<file path="src/rtl/kfx86_flags_writeback.sv">
// rtl/kfx86_flags_writeback.sv - KFX86 ALU flags commit and register write-back stage (optional KFX86_FLAGS_RESERVED_EN)
package kfx86_flags_pkg;
  typedef struct packed {
    logic o;
    logic d;
    logic i;
    logic t;
    logic s;
    logic z;
    logic a;
    logic p;
    logic c;
  } flags_t;
endpackage

module kfx86_flags_writeback
  import kfx86_flags_pkg::*;
(
  input  logic        clock,
  input  logic        reset_n,
  input  logic        alu_valid,
  output logic        alu_ready,
  input  logic [4:0]  alu_opcode,
  input  logic [15:0] alu_out,
  input  flags_t      alu_flags,
  input  logic        alu_word,
  input  logic [2:0]  alu_dest,
  output flags_t      source_flags,
  input  logic [3:0]  flag_cmd,
  input  logic [15:0] flag_load,
  output logic [15:0] flags_word,
  output logic        wb_valid,
  input  logic        wb_ready,
  output logic [15:0] wb_data,
  output logic [2:0]  wb_dest,
  output logic        wb_word,
  output logic        wb_write
);

  localparam logic [4:0] OP_ADD = 5'b00000;
  localparam logic [4:0] OP_OR  = 5'b00001;
  localparam logic [4:0] OP_ADC = 5'b00010;
  localparam logic [4:0] OP_SBB = 5'b00011;
  localparam logic [4:0] OP_AND = 5'b00100;
  localparam logic [4:0] OP_SUB = 5'b00101;
  localparam logic [4:0] OP_XOR = 5'b00110;
  localparam logic [4:0] OP_CMP = 5'b00111;

  localparam logic [3:0] CMD_CLC  = 4'd1;
  localparam logic [3:0] CMD_STC  = 4'd2;
  localparam logic [3:0] CMD_CMC  = 4'd3;
  localparam logic [3:0] CMD_CLI  = 4'd4;
  localparam logic [3:0] CMD_STI  = 4'd5;
  localparam logic [3:0] CMD_CLD  = 4'd6;
  localparam logic [3:0] CMD_STD  = 4'd7;
  localparam logic [3:0] CMD_SAHF = 4'd8;
  localparam logic [3:0] CMD_POPF = 4'd9;

`ifdef KFX86_FLAGS_RESERVED_EN
  localparam logic [15:0] RESERVED_ONES = 16'hF002;
`else
  localparam logic [15:0] RESERVED_ONES = 16'h0000;
`endif

  flags_t      r_flags;
  logic        r_wb_valid;
  logic [15:0] r_wb_data;
  logic [2:0]  r_wb_dest;
  logic        r_wb_word;
  logic        r_wb_write;

  logic        w_accept;
  flags_t      w_flags_alu;
  flags_t      w_flags_next;
  logic        w_unused_load;

  // Reserved, I/O-privilege and unused SAHF/POPF bits carry no state here.
  assign w_unused_load = &{flag_load[15:12], flag_load[5], flag_load[3], flag_load[1]};

  assign alu_ready = ~r_wb_valid | wb_ready;
  assign w_accept  = alu_valid & alu_ready;

  // Flags after the ALU result is folded in (unchanged when nothing is accepted).
  always_comb begin
    w_flags_alu = r_flags;
    if (w_accept) begin
      case (alu_opcode)
        OP_ADD, OP_ADC, OP_SBB, OP_SUB, OP_CMP: begin
          w_flags_alu.c = alu_flags.c;
          w_flags_alu.p = alu_flags.p;
          w_flags_alu.a = alu_flags.a;
          w_flags_alu.z = alu_flags.z;
          w_flags_alu.s = alu_flags.s;
          w_flags_alu.o = alu_flags.o;
        end
        OP_OR, OP_AND, OP_XOR: begin
          w_flags_alu.c = alu_flags.c;
          w_flags_alu.p = alu_flags.p;
          w_flags_alu.a = 1'b0;
          w_flags_alu.z = alu_flags.z;
          w_flags_alu.s = alu_flags.s;
          w_flags_alu.o = alu_flags.o;
        end
        default: ;
      endcase
    end
  end

  // Flag micro-command layered on top of the post-ALU flags.
  always_comb begin
    w_flags_next = w_flags_alu;
    case (flag_cmd)
      CMD_CLC:  w_flags_next.c = 1'b0;
      CMD_STC:  w_flags_next.c = 1'b1;
      CMD_CMC:  w_flags_next.c = ~w_flags_alu.c;
      CMD_CLI:  w_flags_next.i = 1'b0;
      CMD_STI:  w_flags_next.i = 1'b1;
      CMD_CLD:  w_flags_next.d = 1'b0;
      CMD_STD:  w_flags_next.d = 1'b1;
      CMD_SAHF: begin
        w_flags_next.s = flag_load[7];
        w_flags_next.z = flag_load[6];
        w_flags_next.a = flag_load[4];
        w_flags_next.p = flag_load[2];
        w_flags_next.c = flag_load[0];
      end
      CMD_POPF: begin
        w_flags_next.o = flag_load[11];
        w_flags_next.d = flag_load[10];
        w_flags_next.i = flag_load[9];
        w_flags_next.t = flag_load[8];
        w_flags_next.s = flag_load[7];
        w_flags_next.z = flag_load[6];
        w_flags_next.a = flag_load[4];
        w_flags_next.p = flag_load[2];
        w_flags_next.c = flag_load[0];
      end
      default: ;
    endcase
  end

  // Architectural FLAGS register.
  always_ff @(posedge clock or negedge reset_n) begin
    if (!reset_n) begin
      r_flags <= '0;
    end else begin
      r_flags <= w_flags_next;
    end
  end

  // Write-back output register: load on accept, drop valid once consumed.
  always_ff @(posedge clock or negedge reset_n) begin
    if (!reset_n) begin
      r_wb_valid <= 1'b0;
      r_wb_data  <= 16'h0000;
      r_wb_dest  <= 3'd0;
      r_wb_word  <= 1'b0;
      r_wb_write <= 1'b0;
    end else if (w_accept) begin
      r_wb_valid <= 1'b1;
      r_wb_data  <= alu_word ? alu_out : {8'h00, alu_out[7:0]};
      r_wb_dest  <= alu_dest;
      r_wb_word  <= alu_word;
      r_wb_write <= (alu_opcode != OP_CMP);
    end else if (r_wb_valid && wb_ready) begin
      r_wb_valid <= 1'b0;
    end
  end

  assign source_flags = r_flags;
  assign flags_word   = {4'b0000, r_flags.o, r_flags.d, r_flags.i, r_flags.t,
                         r_flags.s, r_flags.z, 1'b0, r_flags.a,
                         1'b0, r_flags.p, 1'b0, r_flags.c} | RESERVED_ONES;

  assign wb_valid = r_wb_valid;
  assign wb_data  = r_wb_data;
  assign wb_dest  = r_wb_dest;
  assign wb_word  = r_wb_word;
  assign wb_write = r_wb_write;

endmodule

</file>
<file path="config.mk">
export PLATFORM = sky130hd
export DESIGN_NAME = kfx86_flags_writeback
export DESIGN_NICKNAME = d
export VERILOG_FILES = /design/src/rtl/kfx86_flags_writeback.sv
export SDC_FILE = /design/constraint.sdc
export NUM_CORES = 1
export LEC_CHECK = 0
export CAP_MARGIN = 20
export CORE_MARGIN = 2
export CORE_UTILIZATION = 38
export DETAILED_ROUTE_END_ITERATION = 8
export PLACE_DENSITY = 0.84
export REMOVE_ABC_BUFFERS = 1
export SLEW_MARGIN = 5
export SYNTH_ARGS = -nofsm -noshare
export SYNTH_HDL_FRONTEND = slang
export SYNTH_SLANG_ARGS = --single-unit
export TNS_END_PERCENT = 20
</file>
<file path="constraint.sdc">
create_clock -name clock -period 2.1 [get_ports clock]
set_input_delay 0.315 -clock clock [delete_from_list [all_inputs] [get_ports clock]]
set_output_delay 0.315 -clock clock [all_outputs]
set_load 0.02 [all_outputs]
</file>
==> results <==
- The detail route stage leaves a number of antenna-violating nets equal to 0.
- The cell row count is 22.
- The complex-gate fraction of the synthesized area is 0.0890.
- For the worst setup path, the data arrival time is 1540 ps.
- For this run, the total global-route usage over all layers was measured as 0.179.
- In this run the critical register-to-register path is captured at wb_dest[1].
- The number of vias in the routed layout is 1,310.
- For this run, the register share of the synthesized area comes to 0.511.
- Using the TritonRoute via totals, the vias-per-cell ratio works out to 4.76.
- The clock-pin slew reported for the worst setup and hold paths after clock tree synthesis is 60 ps.
- The cell leakage power is 0.00105 uW.
- In this run the cell area of the synthesized design comes to 0.00152 sq mm.
- The initial antenna violation count is 0.
- For the worst flop-to-flop path, the logic depth is 3.
- After global routing the overflow that remains totals 0.
- The required time at the worst-slack endpoint is 1780 ps.
- The clock period minus worst slack is 1850 ps.
- For this run, the share of the core covered by cells in the final layout is 0.654.
- The synthesized design contains 31 register bits.
- The adder-cell share of the synthesized area is 0.
- The post-CTS setup buffer count is 0.
- The fmax is 541 MHz.
- The final routed wirelength across all metal layers is 3730 um.
- The maximum cell stage delay along the critical path is 610 ps.
- Power spread over the standard cell area amounts to 761 mW/mm^2.
- The share of the synthesized area in the top cell type is 0.511.
- The clock tree synthesis step divided the H-tree into 2 levels.
- The repair_antennas step left the layout with diodes totalling 0.
- The number of detailed-route iterations in the first pass is 4.
- The total count of hold-check failures in the final report is 0.
- In the layout the commonest cells are sky130_fd_sc_hd__clkdlybuf4s50_1, sky130_fd_sc_hd__dfrtp_1, sky130_fd_sc_hd__nand2_1.
- The pin count of the biggest net entering global routing is 32.
- At the end of routability-driven placement, the weighted congestion stood at 0.661.
- No sink is reached through more buffers than the 2 on the longest clock path.
- By area the synthesized netlist is led by sky130_fd_sc_hd__dfrtp_1, sky130_fd_sc_hd__mux2_2, sky130_fd_sc_hd__buf_4, sky130_fd_sc_hd__nand2_1, sky130_fd_sc_hd__o21ai_0.
- The die span in y is 67.2 um.
- The startpoint identified for the worst register-to-register timing path is wb_valid.
- TritonCTS created 5 clock buffers.
- The die is 67.2 um wide.
- The library cell used most frequently in the layout, excluding fill and tap cells, is sky130_fd_sc_hd__clkdlybuf4s50_1.
- Traced cell by cell, the critical path runs through clkdlybuf4s50_1, nand2b_4, clkdlybuf4s50_1.
- For this run, the number of standard cells in the final layout without fillers is 275.
- The violation count after the first detailed-route iteration is 73.
- In this run, placement finished with an instance count of 268.
- The post-placement worst setup slack is 212 ps.
- The via count of the first global-routing pass was 1,295.
- The TritonCTS clock tree is built.
- The area share of xor/xnor cells in the synthesized design is 0.
- The final worst setup slack is 250 ps.
- Setup repair after global routing left no endpoint under its margin.
- The largest total area in the synthesized netlist belongs to sky130_fd_sc_hd__dfrtp_1.
- The fraction of final layout cells sized beyond drive strength 1 is 0.128.
- The first global-routing pass estimated 5980 um of wire.
- The worst-case hold slack is 426 ps.
- The number of fill cells in the layout is 344.
- After clock tree synthesis, the flow added hold-fix buffers numbering 0.
- Relative to the synthesized area, the layout overhead comes to 61.4%.
- The clock reaches the later pin of the worst-skew pair after 270 ps.
- For this configuration, the core starts out at a cell density of 0.405.
- Of all nets on the critical path, the largest fanout is 5.
- For this run, the number of Yosys warnings is 0.
- In the final routed layout, each cell accounts on average for 13.6 um.
- Max-cap violations in this run came to 0.
- After detailed routing, the number of remaining DRC violations is 0.
- The number of nets in the finished design is 285.
- A synthesized cell averages 10.6 sq um.
- Summed over all failing endpoints, the final setup total negative slack is 0 ps.
- VDD sags by at most 0.479 mV.
- After clock tree synthesis, the repair step resized 0 gates.
- The endpoint type of the worst setup path is an output port.
- The critical path is of the in -> out type.
- The number of instances in the synthesized netlist is 143.
- Across all register-to-register paths, the minimum setup slack is 770 ps.
- Clock tree synthesis selected as its root buffer the cell sky130_fd_sc_hd__clkbuf_8.
- After legalization and detailed placement, the total HPWL measured 2850 um.
- The count of pins over their slew limit was 0.
- Clock skew on the completed layout was measured at 2.99 ps.
- The run finished with clean final reports.
- Counting stages on the worst path, the most repeated cell is sky130_fd_sc_hd__clkdlybuf4s50_1.
- The number of sinks driven by the clock tree is 31.
- The count of buffers added on input and output ports is 88.
- The total I/O pin count is 106.
- The core region is 0.00374 sq mm.
- In this run the worst hold path is classified as in -> async.
- After synthesis, the largest family of logic cells by area is simple AND/OR/NAND/NOR gates.
- The multiplexer fraction of the synthesized cell area is 0.136.
- Yosys mapped the design onto 32 distinct sky130hd cell types.
- On the critical path, the stage with the largest delay is an instance of sky130_fd_sc_hd__clkdlybuf4s50_1.
- The final number of setup-violating endpoints is 0.
- The simple-gate portion of the synthesized area is 0.153.
- The floorplan step defined a die boundary enclosing 0.00452 sq mm.
- Dividing the final minimum period by the clock period gives 0.881.
- STA classifies the critical path startpoint as an input port.
-- worst max-delay path: cells and delay by family --
| kind | cells | cell delay (ps) |
|---|---|---|
| buf+inv | 2 | 1070 |
| simple gates | 1 | 150 |
-- synthesized netlist by cell type --
master and count:
sky130_fd_sc_hd__inv_2 1, sky130_fd_sc_hd__nand2b_4 1, sky130_fd_sc_hd__nor2_1 10, sky130_fd_sc_hd__o22a_1 1, sky130_fd_sc_hd__nand2b_1 2, sky130_fd_sc_hd__nand2_1 22
sky130_fd_sc_hd__nand3_4 1, sky130_fd_sc_hd__dfrtp_1 31, sky130_fd_sc_hd__mux2_1 1, sky130_fd_sc_hd__nor3b_4 1, sky130_fd_sc_hd__buf_2 2, sky130_fd_sc_hd__nor3_1 1
sky130_fd_sc_hd__a31oi_1 2, sky130_fd_sc_hd__or2b_1 1, sky130_fd_sc_hd__nand3_1 1, sky130_fd_sc_hd__a32oi_1 1, sky130_fd_sc_hd__buf_6 1, sky130_fd_sc_hd__buf_1 1
sky130_fd_sc_hd__buf_4 16, sky130_fd_sc_hd__or4b_1 1, sky130_fd_sc_hd__conb_1 1, sky130_fd_sc_hd__clkbuf_1 1, sky130_fd_sc_hd__nand4b_1 1, sky130_fd_sc_hd__mux2_2 12
sky130_fd_sc_hd__a21oi_1 4, sky130_fd_sc_hd__inv_1 3, sky130_fd_sc_hd__a311o_2 1, sky130_fd_sc_hd__nand2_2 1, sky130_fd_sc_hd__or4_1 1, sky130_fd_sc_hd__mux2i_1 6
sky130_fd_sc_hd__o21ai_0 13, sky130_fd_sc_hd__a211o_1 1
-- where the power goes --
group	total [uW]	switching (uW)	internal, uW	leakage, uW
sequential	738	54.3	684	0.000371
clock	464	207	257	0.0000470
combinational	662	309	352	0.000635
total	1860	571	1290	0.00105
-- cell families after synthesis --
logic type,after synthesis
AO/OA/AOI/OAI,23
buffers and inverters,25
flip-flops,31
multiplexers,19
other,1
AND/OR/NAND/NOR,44
-- area by class of cell --
| class | count | area [sq um] | share of cell area |
|---|---|---|---|
| flip-flops and latches | 31 | 776 | 0.317 |
| repair buffers | 92 | 911 | 0.372 |
| clock inverters | 1 | 5.00 | 0.00204 |
| inverters | 4 | 15.0 | 0.00613 |
| multi-input cells | 93 | 601 | 0.245 |
| well taps | 48 | 60.1 | 0.0245 |
| clock buffers | 6 | 82.6 | 0.0337 |
-- registers in the layout (all words and copies together) (netlist names) --
| register | cells |
|---|---|
| wb_valid | 1 |
| wb_word | 1 |
| wb_dest | 3 |
| wb_write | 1 |
| flags_word | 9 |
| wb_data | 16 |
-- routing by layer --
metal	vias to the layer above	track usage	part of all wire	wire length, um
li1	626	-	-	-
met1	608	0.199	0.37	1390
met2	74	0.313	0.50	1860
met4	0	0.0408	0.0056	21
met3	2	0.0817	0.12	463
met5	-	0	0	0
-- worst max-delay path by stage --
stage	slack, ps	end	start
after floorplan	630	flags_word[0]	wb_valid
after global placement	260	flags_word[0]	flag_cmd[1]
after detailed placement	210	flags_word[0]	flag_cmd[1]
after CTS	240	alu_ready	wb_ready
after global routing	230	alu_ready	wb_ready
final	250	alu_ready	wb_ready
-- per-stage QoR --
step | area [sq um] | total power, uW
after global routing | 2450 | 1970
after CTS | 2450 | 1890
after detailed placement | 2360 | 1420
after global placement | 2360 | 1400
after floorplan | 1390 | 1020
final | 2450 | 1860
Power figures use the tool's default switching activity.
